==> config.mk <==
export PLATFORM = sky130hd
export DESIGN_NAME = scan_display
export DESIGN_NICKNAME = d
export VERILOG_FILES = /design/src/rtl/scan_display_pkg.sv /design/src/rtl/seg7_hex_decode.sv /design/src/rtl/scan_display.sv
export SDC_FILE = /design/constraint.sdc
export NUM_CORES = 1
export LEC_CHECK = 0
export ABC_CLOCK_PERIOD_IN_PS = 2920
export CAP_MARGIN = 20
export CORE_MARGIN = 2
export CORE_UTILIZATION = 45
export DETAILED_ROUTE_END_ITERATION = 6
export GPL_ROUTABILITY_DRIVEN = 0
export PLACE_DENSITY = 0.83
export SETUP_SLACK_MARGIN = 0.2
export SYNTH_ARGS = -nofsm -noshare
export SYNTH_HDL_FRONTEND = slang
export SYNTH_SLANG_ARGS = --single-unit
==> constraint.sdc <==
create_clock -name CP -period 2.92 [get_ports CP]
set_input_delay 0.876 -clock CP [delete_from_list [all_inputs] [get_ports CP]]
set_output_delay 0.876 -clock CP [all_outputs]
set_load 0.005 [all_outputs]
==> src/rtl/scan_display_pkg.sv <==
// Shared constants for the multiplexed 7-segment scanner: the segment code table and
// the width helper used to size the slot pointer, prescaler and frame counter.
package scan_display_pkg;

  localparam int SEG_A = 0;
  localparam int SEG_B = 1;
  localparam int SEG_C = 2;
  localparam int SEG_D = 3;
  localparam int SEG_E = 4;
  localparam int SEG_F = 5;
  localparam int SEG_G = 6;

  // Entry n is the {g,f,e,d,c,b,a} pattern for hex digit n (entry 0 is the lowest slice).
  localparam logic [15:0][6:0] HEX_SEG = {
    7'h71, 7'h79, 7'h5E, 7'h39, 7'h7C, 7'h77, 7'h6F, 7'h7F,
    7'h07, 7'h7D, 7'h6D, 7'h66, 7'h4F, 7'h5B, 7'h06, 7'h3F
  };

  // Bits needed to count 0..n-1; never less than one.
  function automatic int clog2(input int n);
    int r;
    r = 1;
    for (int i = 1; i < 31; i++) begin
      if ((1 << i) < n) r = i + 1;
    end
    return r;
  endfunction

endpackage

==> src/rtl/seg7_hex_decode.sv <==
// Combinational hex digit to {g,f,e,d,c,b,a} segment pattern, active-high.
module seg7_hex_decode
  import scan_display_pkg::*;
(
  input  logic [3:0] hex,
  output logic [6:0] seg7
);

  assign seg7 = HEX_SEG[hex];

endmodule

==> src/rtl/scan_display.sv <==
// Time-multiplexed 7-segment scanner: one digit per prescaler slot, inputs snapshotted at
// each frame start, with blanking, blinking, leading-zero suppression and pin polarity.
module scan_display
  import scan_display_pkg::*;
#(
  parameter int DIGITS         = 6,
  parameter int SCAN_DIV       = 1000,
  parameter int BLINK_FRAMES   = 64,
  parameter bit SEG_ACTIVE_LOW = 1'b0,
  parameter bit SEL_ACTIVE_LOW = 1'b0
) (
  input  logic                  CP,
  input  logic                  CR,
  input  logic                  en,
  input  logic [4*DIGITS-1:0]   data,
  input  logic [DIGITS-1:0]     dp,
  input  logic [DIGITS-1:0]     blank_mask,
  input  logic [DIGITS-1:0]     blink_mask,
  input  logic                  lz_suppress,
  output logic [6:0]            codeout,
  output logic                  dp_out,
  output logic [DIGITS-1:0]     seg,
  output logic                  frame_done
);

  localparam int PW = clog2(DIGITS);
  localparam int CW = clog2(SCAN_DIV);
  localparam int FW = clog2(BLINK_FRAMES);
  localparam logic [6:0]        SEG_POL = {7{SEG_ACTIVE_LOW}};
  localparam logic [DIGITS-1:0] SEL_POL = {DIGITS{SEL_ACTIVE_LOW}};

  logic [CW-1:0]       cnt;
  logic [PW-1:0]       p, p_next, idx;
  logic                started;
  logic [FW-1:0]       fcnt;
  logic                blink_on;
  logic [4*DIGITS-1:0] snap_data;
  logic [DIGITS-1:0]   snap_dp, snap_blank, snap_blink;
  logic                snap_lz;

  logic                tick, last, cap, frame_end, phase;
  logic [4*DIGITS-1:0] s_data;
  logic [DIGITS-1:0]   s_dp, s_blank, s_blink, dark_vec;
  logic                s_lz, lead;
  logic [3:0]          digit;
  logic                dark, dp_sel;
  logic [6:0]          dec_seg;

  always_comb begin
    tick      = en && (cnt == CW'(SCAN_DIV - 1));
    last      = (p == PW'(DIGITS - 1));
    cap       = tick && (!started || last);
    frame_end = tick && started && last;
    p_next    = cap ? '0 : p + 1'b1;
    idx       = tick ? p_next : p;
    // The frame that starts on this tick must already see the new blink phase.
    phase     = (frame_end && (fcnt == FW'(BLINK_FRAMES - 1))) ? ~blink_on : blink_on;
    // Digit 0 decodes from the values being captured, not the stale snapshot.
    s_data    = cap ? data        : snap_data;
    s_dp      = cap ? dp          : snap_dp;
    s_blank   = cap ? blank_mask  : snap_blank;
    s_blink   = cap ? blink_mask  : snap_blink;
    s_lz      = cap ? lz_suppress : snap_lz;
  end

  always_comb begin
    lead     = 1'b1;
    dark_vec = '0;
    for (int i = DIGITS - 1; i >= 0; i--) begin
      lead        = lead && (s_data[4*i +: 4] == 4'h0);
      dark_vec[i] = s_blank[i] | (s_blink[i] & ~phase) | (s_lz & lead & (i != 0));
    end
  end

  always_comb begin
    digit  = '0;
    dark   = 1'b0;
    dp_sel = 1'b0;
    for (int i = 0; i < DIGITS; i++) begin
      if (idx == PW'(i)) begin
        digit  = s_data[4*i +: 4];
        dark   = dark_vec[i];
        dp_sel = s_dp[i];
      end
    end
  end

  seg7_hex_decode u_dec (
    .hex  (digit),
    .seg7 (dec_seg)
  );

  always_ff @(posedge CP or posedge CR) begin
    if (CR) begin
      cnt        <= '0;
      p          <= '0;
      started    <= 1'b0;
      fcnt       <= '0;
      blink_on   <= 1'b1;
      snap_data  <= '0;
      snap_dp    <= '0;
      snap_blank <= '0;
      snap_blink <= '0;
      snap_lz    <= 1'b0;
    end else if (tick) begin
      cnt <= '0;
      p   <= p_next;
      if (cap) begin
        started    <= 1'b1;
        snap_data  <= data;
        snap_dp    <= dp;
        snap_blank <= blank_mask;
        snap_blink <= blink_mask;
        snap_lz    <= lz_suppress;
      end
      if (frame_end) begin
        blink_on <= phase;
        fcnt     <= (fcnt == FW'(BLINK_FRAMES - 1)) ? '0 : fcnt + 1'b1;
      end
    end else if (en) begin
      cnt <= cnt + 1'b1;
    end
  end

  // Outside a lit slot (disabled, or before the first tick) the pins idle inactive.
  always_ff @(posedge CP or posedge CR) begin
    if (CR) begin
      seg        <= SEL_POL;
      codeout    <= SEG_POL;
      dp_out     <= SEG_ACTIVE_LOW;
      frame_done <= 1'b0;
    end else begin
      frame_done <= frame_end;
      if (en && (tick || started)) begin
        seg     <= (DIGITS'(1) << idx) ^ SEL_POL;
        codeout <= (dark ? 7'h00 : dec_seg) ^ SEG_POL;
        dp_out  <= (dp_sel & ~dark) ^ SEG_ACTIVE_LOW;
      end else begin
        seg     <= SEL_POL;
        codeout <= SEG_POL;
        dp_out  <= SEG_ACTIVE_LOW;
      end
    end
  end

endmodule
==> metrics.yaml, run 1 <==
die:
  dieHeight_um: 101
  core-area_um2: 9150
  dieArea_um2: 10100
  initial_core_util_pct: 45.9
  io_pins: 61
  rows: 35
  die_x_um: 101
drt:
  wire_per_inst_um: 19.3
  drt-total-wl_um: 13600
  drc: 0
  first_pass_iters: 5
  viasPerCell: 5.94
  drt_iter0_drc: 516
  num_vias: 4184
  postRouteAntennaNets: 0
setup_path:
  worstPathArrival_ps: 3260
  r2r-end: "codeout[0]"
  r2r_cells: 12
  end_kind: "register"
  crit_path_max_fanout: 5
  rrSetupSlack_ps: -50
  startpoint_type: "register"
  worstPathCellList: "nand4bb_4 > buf_6 > nor3_4 > mux2i_2 > inv_2 > a31oi_1 > a2bb2oi_4 > buf_6 > ha_1 > a21oi_1 > mux2i_1 > o22ai_2"
  max_stage_delay_ps: 410
  slowest_stage: "a31oi_1"
  required_ps: 3210
  crit_top_cell: "buf_6"
  timing.rr.start: "cnt[3]"
  path_class: "reg -> reg"
clock_tree:
  tritoncts: "built"
  cts-root-buf: "clkbuf_8"
  clock_latency_ps: 360
  holdBufCountCts: 0
  cts_made_buffers: 9
  clockBufferDepth: 2
  clkTransAtPathRegs_ps: 90
  h-tree-depth: 3
  cts.sinks: 79
cells_and_area:
  area_growth_pct: 50.3
  insertedDiodeCount: 0
  final_util_pct: 69.0
  drive_above_1_share_pct: 35.8
  fin_nets: 643
  fin_cells: 704
global_routing:
  grt_pass1_vias: 4095
  grt_overflow: 0
  grt_usage_pct: 25.2
  grt_start_max_net_pins: 26
  antenna_found_initial: 0
  grt_pass1_wl_um: 19800
timing:
  tightest_slew_ps: 625
  setup_ws_ps: -50.8
  slew_viol_final: 0
  max_freq_mhz: 337
  skew_ps: 8.43
  hold_viol: 0
  setup_violations: 3
  rsz0062_at_grt: "yes"
  period_share_pct: 102
  min_period_ps: 2970
  slew_headroom_pct: 57.9
status:
  violations: "negative setup slack"
  status: "finished with violations"
synthesis:
  yosys.cell_count.top_type: "nand2_1"
  yosysWarnings: 0
  async_flop_share_pct: 100
  syn_inst: 423
  synth_top_area_cell: "dfrtp_1"
  yosysTopAreaCellShare_pct: 46.4
  yosys-top-cells-area: "dfrtp_1, nand2_1, mux2_2"
  synth_seq_area_share_pct: 47.1
  synth-seq-cells: 79
  syn_nets: 478
  synth_commonest_cells: "nand2_1, dfrtp_1, nor2_1"
  synth-edff-count: 0
  syn_avg_cell_area_um2: 9.94
  syn-cell-area_um2: 4200
  synth_cell_type_count: 69
  synth_flop_cell: "dfrtp_1"
power:
  ir_drop_mv: 0.287
  p_leak_uw: 0.00303
  powerDensity_nw_per_um2: 380
place:
  hpwl_um: 8940
  port_buffers: 60
  post-place-cells: 667
min_path:
  min_to: "snap_dp[2]"
  hold_path_depth: 2
  hold_path.class: "reg -> reg"
  min_from: "snap_dp[2]"
job:
  max_cap_violations: 0
registers in the layout, summed over array words and instances, names as in the netlist, 3 cells and up:
register and cells:
snap_data 24, p 3, cnt 10, codeout 7
snap_dp 6, snap_blink 6, fcnt 6, seg 6
snap_blank 6
timing repair:
item / CTS / global route
gates cloned: 1 / 0
setup buffers: 8 / 12
pin swaps: 22 / 17
resized for setup: 47 / 27
endpoints found under the setup margin: 8 / 8
critical path: cells and delay by family (launching register included):
kind / cells / cell delay, ps
flip-flops: 1 / 400
AO/OA/AOI/OAI: 4 / 870
buffers and inverters: 3 / 450
multiplexers: 2 / 450
AND/OR/NAND/NOR: 2 / 520
adder cells (fa/ha/maj): 1 / 200
cell usage in the layout, fill, tap and decap left out, types with 4 or more instances in the layout:
| master | count |
|---|---|
| nand4_1 | 5 |
| nor3_2 | 4 |
| clkdlybuf4s50_1 | 52 |
| nor2_1 | 20 |
| mux2_4 | 6 |
| buf_4 | 96 |
| a21oi_1 | 8 |
| nor4_1 | 9 |
| dlygate4sd2_1 | 7 |
| buf_6 | 9 |
| nand2_1 | 95 |
| mux2i_1 | 13 |
| nand3b_1 | 4 |
| a211oi_2 | 4 |
| o21ai_2 | 4 |
| inv_1 | 11 |
| dfrtp_1 | 76 |
| xnor2_1 | 6 |
| nand3_1 | 15 |
| a31oi_1 | 5 |
| o21ai_0 | 8 |
| mux2_2 | 12 |
| nor3_1 | 7 |
| o221ai_1 | 4 |
| ha_1 | 4 |
| clkbuf_8 | 10 |
| ha_4 | 4 |
kinds of logic after synthesis:
group           Yosys count  share of synthesized area (%)
simple gates            195                           23.4
flops                    79                           47.1
xor+xnor                  9                           1.88
buf+inv                  31                           3.24
fa+ha+maj                 9                           2.68
compound gates           67                           13.0
mux                      33                           8.75
cell type report:
type | instances | area [um2]
sequential | 79 | 1980
multi-input combinational | 314 | 2430
timing repair buffer | 167 | 1460
clock buffer | 10 | 138
tap | 111 | 139
fill | 580 | 2840
inverter | 17 | 72.6
clock inverter | 6 | 90.1
worst max path at each step:
stage	from	to	slack, ps
after CTS	cnt[4]	codeout[3]	130
after floorplan	en	codeout[0]	-90
after global routing	cnt[3]	codeout[6]	-80
final	cnt[3]	codeout[0]	-50
after global placement	en	codeout[1]	-630
after detailed placement	en	codeout[0]	-750
through the flow:
step	setup slack [ps]	setup TNS [ps]	hold slack, ps	area, um2	power [uW]
global route	-78.7	-227	495	6320	2480
floorplan	-92.1	-331	433	4280	1270
CTS	135	0	473	6100	2370
finish	-50.8	-80.4	475	6320	2400
global placement	-635	-4860	448	5630	1410
detailed placement	-751	-5620	452	5630	1420
layer usage:
layer	wire [um]	part of all wire (%)	track usage (%)	vias up
met4	643	4.7	11.6	0
met5	0	0	0	-
met1	5210	38	29.7	2017
li1	-	-	-	1846
met2	6760	50	42.9	253
met3	1000	7.4	6.52	68
report_power, final:
group	total, uW	switching [uW]	internal [uW]	leakage [uW]
logic	291	118	173	0.00184
registers	1170	42.0	1130	0.00108
clock network	941	431	510	0.000113
(Power assumes the default switching activity.)
==> run 2, diff against run 1 <==
--- a/config.mk
+++ b/config.mk
@@ -13,6 +13,8 @@
 export GPL_ROUTABILITY_DRIVEN = 0
 export PLACE_DENSITY = 0.83
 export SETUP_SLACK_MARGIN = 0.2
+export SKIP_CTS_REPAIR_TIMING = 1
+export SKIP_LAST_GASP = 1
 export SYNTH_ARGS = -nofsm -noshare
 export SYNTH_HDL_FRONTEND = slang
 export SYNTH_SLANG_ARGS = --single-unit
==> metrics.yaml, run 2 (same netlist as run 1, synthesis figures left out) <==
status:
  status: "finished with violations"
  violations: "negative setup slack"
power:
  ir_drop_mv: 0.312  # +8.6%
  p_switching_uw: 588  # -0.60%
  total_power_uw: 2390  # -0.43%
  p_int_uw: 1800  # -0.37%
  p_leak_uw: 0.00308  # +1.6%
  p_comb_share_pct: 11.7  # -0.4 points
  p_seq_share_pct: 49.0  # +0.3 points
  powerDensity_nw_per_um2: 374  # -1.7%
  swShare_pct: 24.6  # -0.043 points
  p_clk_share_pct: 39.3  # about the same
place:
  port_buffers: 60  # unchanged
  hpwl_um: 8940  # unchanged
global_routing:
  grt_pass1_vias: 3855  # -5.9%
  grt_overflow: 0  # unchanged
  grt_start_max_net_pins: 26  # unchanged
  grt_pass1_wl_um: 18300  # -7.5%
  antenna_found_initial: 0  # unchanged
  grt_usage_pct: 23.2  # -1.9 points
job:
  max_cap_violations: 0  # unchanged
clock_tree:
  cts.sinks: 79  # unchanged
  clockBufferDepth: 2  # unchanged
  cts_made_buffers: 9  # unchanged
  tritoncts: "built"
  clkTransAtPathRegs_ps: 90  # about the same
  clock_latency_ps: 360  # about the same
  h-tree-depth: 3  # unchanged
  cts-root-buf: "clkbuf_8"
setup_path:
  rrSetupSlack_ps: -80  # -30 ps
  cp-endpoint: "codeout[0]"
  r2r-end: "codeout[0]"
  r2r_cells: 10  # -2
  crit_path_max_fanout: 8  # +3
  worstPathArrival_ps: 3230  # -30 ps
  startpoint_type: "register"
  required_ps: 3150  # -60 ps
  end_kind: "register"
  crit_path_start: "cnt[3]"
  path_class: "reg -> reg"
  timing.rr.start: "cnt[3]"
drt:
  postRouteAntennaNets: 0  # unchanged
  drt_iter0_drc: 370  # -28%
  first_pass_iters: 5  # unchanged
  wire_per_inst_um: 19.2  # -0.45%
  drt-total-wl_um: 13500  # -0.60%
  viasPerCell: 5.78  # -2.7%
  num_vias: 4066  # -2.8%
  drc: 0  # unchanged
min_path:
  hold_path_depth: 2  # unchanged
  hold_path.class: "reg -> reg"
timing:
  setup_violations: 2  # -1
  slew_viol_final: 0  # unchanged
  fin_tns_setup_ps: -118  # -37.6 ps
  rsz0062_at_grt: "yes"
  min_period_ps: 3000  # +31.2 ps
  skew_ps: 13.7  # +5.29 ps
  max_freq_mhz: 333  # -1.0%
  hold_viol: 0  # unchanged
  period_share_pct: 103  # +1.1 points
  slew_headroom_pct: 58.7  # +0.74 points
  tightest_slew_ps: 614  # -11.0 ps
  setup_ws_ps: -82.0  # -31.2 ps
die:
  die_x_um: 101  # unchanged
  io_pins: 61  # unchanged
  core-area_um2: 9150  # unchanged
  rows: 35  # unchanged
  initial_core_util_pct: 45.9  # unchanged
  dieArea_um2: 10100  # unchanged
  dieHeight_um: 101  # unchanged
cells_and_area:
  reg.largest.list: "snap_data (24), cnt (10), codeout (7)"
  area_growth_pct: 52.2
  fill_cells: 578  # -0.34%
  insertedDiodeCount: 0  # unchanged
  fin_nets: 642  # -0.16%
  largest_register_ffs: 24  # unchanged
  regMostFlops: "snap_data"
  drive_above_1_share_pct: 37.0  # +1.2 points
  mostFrequentLayoutCells: "nand2_1, buf_4, dfrtp_1, clkdlybuf4s50_1, nor2_1"
-- run 2: changes by cell type in the layout (fill, tap and decap cells not counted), sizes merged --
cell / before / now
dlymetal6s2s: 0 / 5
clkdlybuf4s50: 52 / 54
buf: 108 / 107
dlygate4sd2: 7 / 0
-- run 2: power by group through the flow --
stage | sequential, uW | clock [uW] | combinational [uW]
2_1_floorplan | 1180 | 0 | 88.4
3_3_place_gp | 1180 | 0 | 226
3_5_place_dp | 1190 | 0 | 233
4_1_cts | 1160 | 939 | 234
5_1_grt | 1180 | 1000 | 303
6_report | 1170 | 940 | 279
-- run 2: metrics by stage --
step	std cells	area, um2	hold slack [ps]	setup slack [ps]	util (%)
CTS	683	5860	473	-380	64.0
floorplan	423	4280	433	-92.1	-
global placement	667	5630	448	-635	61.5
finish	703	6400	473	-82.0	69.9
global route	703	6400	495	-122	69.9
detailed placement	667	5630	452	-751	61.5
-- run 2: critical path, cell delays in order (launching register included) --
cell and delay (ps):
dfrtp_1 400, nand4bb_4 270, buf_6 170, or4_1 590, o21ai_2 290, nand2_1 150, buf_4 160, a21oi_1 270
nor4_4 90, o21bai_4 320, o22ai_2 150
-- run 2: area by class of cell --
| cell class | count | area [um2] | share of cell area (%) |
|---|---|---|---|
| clock buffer | 10 | 138 | 2.15 |
| clock inverter | 6 | 90.1 | 1.41 |
| inverter | 17 | 72.6 | 1.13 |
| multi-input combinational | 314 | 2510 | 39.2 |
| sequential | 79 | 1980 | 30.9 |
| tap | 111 | 139 | 2.17 |
| timing repair buffer | 166 | 1470 | 23.0 |
-- run 2: how the worst min path moves through the flow --
stage,startpoint,endpoint,slack [ps]
6_report,snap_blink[5],snap_blink[5],470
3_3_place_gp,snap_dp[3],snap_dp[3],450
5_1_grt,fcnt[4],fcnt[4],500
2_1_floorplan,snap_blink[5],snap_blink[5],430
3_5_place_dp,snap_dp[2],snap_dp[2],450
4_1_cts,snap_dp[2],snap_dp[2],470
-- run 2: metal layers --
layer	wire length, um	global-route usage [%]	vias to the layer above
met1	5330	27.6	1993
met4	457	8.75	0
met3	786	6.03	48
met2	6950	40.3	185
li1	-	-	1840
met5	0	0	-
==> run 3, diff against run 2 <==
--- a/config.mk
+++ b/config.mk
@@ -11,6 +11,8 @@
 export CORE_UTILIZATION = 45
 export DETAILED_ROUTE_END_ITERATION = 6
 export GPL_ROUTABILITY_DRIVEN = 0
+export GPL_TIMING_DRIVEN = 0
+export HOLD_SLACK_MARGIN = 0.02
 export PLACE_DENSITY = 0.83
 export SETUP_SLACK_MARGIN = 0.2
 export SKIP_CTS_REPAIR_TIMING = 1
==> metrics.yaml, run 3 (same netlist as run 1, synthesis figures left out) <==
drt:
  drc: 0  # unchanged
  route.met3.wl_um: 957  # +22%
  viasPerCell: 6.17  # +6.7%
  wire_per_inst_um: 19.5  # +1.5%
  wl_met1_um: 4710  # -12%
  first_pass_iters: 5  # unchanged
  highest_layer: "met4"
  wl_met2_um: 6330  # -9.0%
  postRouteAntennaNets: 0  # unchanged
  drt_iter0_drc: 419  # +13%
  drt-total-wl_um: 12600  # -7.0%
  num_vias: 3975  # -2.2%
status:
  violations: "negative setup slack"
  status: "finished with violations"
clock_tree:
  clock_latency_ps: 380  # +20 ps
  clkTransAtPathRegs_ps: 80  # about the same
  tritoncts: "built"
  h-tree-depth: 3  # unchanged
  cts.sinks: 79  # unchanged
  cts_made_buffers: 9  # unchanged
  clockBufferDepth: 2  # unchanged
  cts-root-buf: "clkbuf_8"
die:
  initial_core_util_pct: 45.9  # unchanged
  rows: 35  # unchanged
  die_x_um: 101  # unchanged
  dieHeight_um: 101  # unchanged
  core-area_um2: 9150  # unchanged
  dieArea_um2: 10100  # unchanged
  io_pins: 61  # unchanged
setup_path:
  r2r-end: "codeout[0]"
  r2r_cells: 12  # +2
  worstPathArrival_ps: 3230  # about the same
  path_class: "reg -> reg"
  cp-endpoint: "codeout[0]"
  startpoint_type: "register"
  timing.rr.start: "p[1]"
  crit_path_max_fanout: 10  # +2
  required_ps: 3180  # +30 ps
  crit_path_start: "p[1]"
  end_kind: "register"
  rrSetupSlack_ps: -50  # +30 ps
timing:
  min_period_ps: 2970  # -31.0 ps
  rsz0062_at_grt: "yes"
  setup_ws_ps: -51.0  # +31.0 ps
  period_share_pct: 102  # -1.1 points
  max_freq_mhz: 337  # +1.0%
  fin_tns_setup_ps: -56.6  # +61.3 ps
  slew_viol_final: 0  # unchanged
  skew_ps: 15.0  # +1.30 ps
  tightest_slew_ps: 787  # +173 ps
  timing.hold.ws_ps: 475  # +1.87 ps
  slew_headroom_pct: 47.4  # -11 points
  setup_violations: 2  # unchanged
  hold_viol: 0  # unchanged
place:
  port_buffers: 59  # -1.7%
  hpwl_um: 7930  # -11%
  post-place-cells: 594  # -11%
  pre_cts_ws_ps: -595  # +155 ps
power:
  ir_drop_mv: 0.240  # -23%
  powerDensity_nw_per_um2: 399  # +6.8%
  p_leak_uw: 0.00274  # -11%
global_routing:
  grt_pass1_wl_um: 17700  # -3.7%
  antenna_found_initial: 0  # unchanged
  grt_overflow: 0  # unchanged
  grt_start_max_net_pins: 45  # +73%
  grt_usage_pct: 22.5  # -0.76 points
  grt_pass1_vias: 3686  # -4.4%
cells_and_area:
  multi_input_area_um2: 2470  # -1.6%
  ff_latch_area_um2: 1990  # +0.38%
  fin_nets: 583  # -9.2%
  fin_cells: 644  # -8.4%
  drive_above_1_share_pct: 28.3  # -8.7 points
  regMostFlops: "snap_data"
  area_growth_pct: 39.7
  final_common_cell: "nand2_1"
  largest_register_ffs: 24  # unchanged
  final_util_pct: 64.2  # -5.8 points
  reg.largest.list: "snap_data (24), cnt (10), codeout (7)"
  insertedDiodeCount: 0  # unchanged
  fill_cells: 634  # +9.7%
  mostFrequentLayoutCells: "nand2_1, dfrtp_1, clkdlybuf4s50_1, buf_4, nor2_1"
min_path:
  hold_path.class: "reg -> reg"
job:
  max_cap_violations: 0  # unchanged
## run 3: cell types whose count changed in the layout (fill, tap and decap cells not counted), sizes merged
cell           change
clkdlybuf4s50      +5
buf               -65
inv                -2
nand4              +1
a2bb2oi            -1
clkinvlp           -1
dlymetal6s2s       -5
clkbuf             +8
clkinv             +1
## run 3: where the power goes
| part | total [uW] | internal (uW) | switching [uW] |
|---|---|---|---|
| sequential | 1190 | 1130 | 57.8 |
| clock | 910 | 503 | 407 |
| combinational | 246 | 150 | 95.3 |
| total | 2340 | 1780 | 560 |
## run 3: worst min path at each step
stage             startpoint       endpoint  slack (ps)  cells past startpoint
6_report       snap_blink[5]  snap_blink[5]         480                      2
5_1_grt           snap_dp[1]     snap_dp[1]         510                      2
4_1_cts        snap_blink[5]  snap_blink[5]         470                      2
3_5_place_dp      snap_dp[3]     snap_dp[3]         450                      2
3_3_place_gp   snap_blink[5]  snap_blink[5]         450                      2
2_1_floorplan  snap_blink[5]  snap_blink[5]         430                      2
## run 3: layer usage
layer  global-route usage, %  vias up
met4                    9.06        0
met1                    27.3     1940
met5                       0        -
met3                    4.72       70
met2                    38.9      229
li1                        -     1736
## run 3: critical path: stages, from the launching register on
cell and delay, ps:
dfrtp_2 460, inv_2 110, ha_4 170, a21bo_2 230, nand4_4 210, buf_4 220
mux2_2 290, o21a_1 200, a221oi_4 260, a2bb2oi_4 200, buf_6 170, mux2i_2 250
o22ai_2 100
## run 3: through the flow
| stage | power [uW] | instance area [um2] |
|---|---|---|
| global route | 2410 | 5870 |
| global placement | 1360 | 5010 |
| floorplan | 1270 | 4280 |
| detailed placement | 1370 | 5030 |
| CTS | 2260 | 5250 |
| finish | 2340 | 5870 |
## run 3: layout make-up
type	count	share of cell area, %
Tap cell	111	2.37
Sequential cell	79	33.8
Clock buffer	12	2.47
Timing Repair Buffer	93	14.8
Inverter	17	1.24
Buffer	14	2.02
Clock inverter	4	1.19
Multi-Input combinational cell	314	42.1
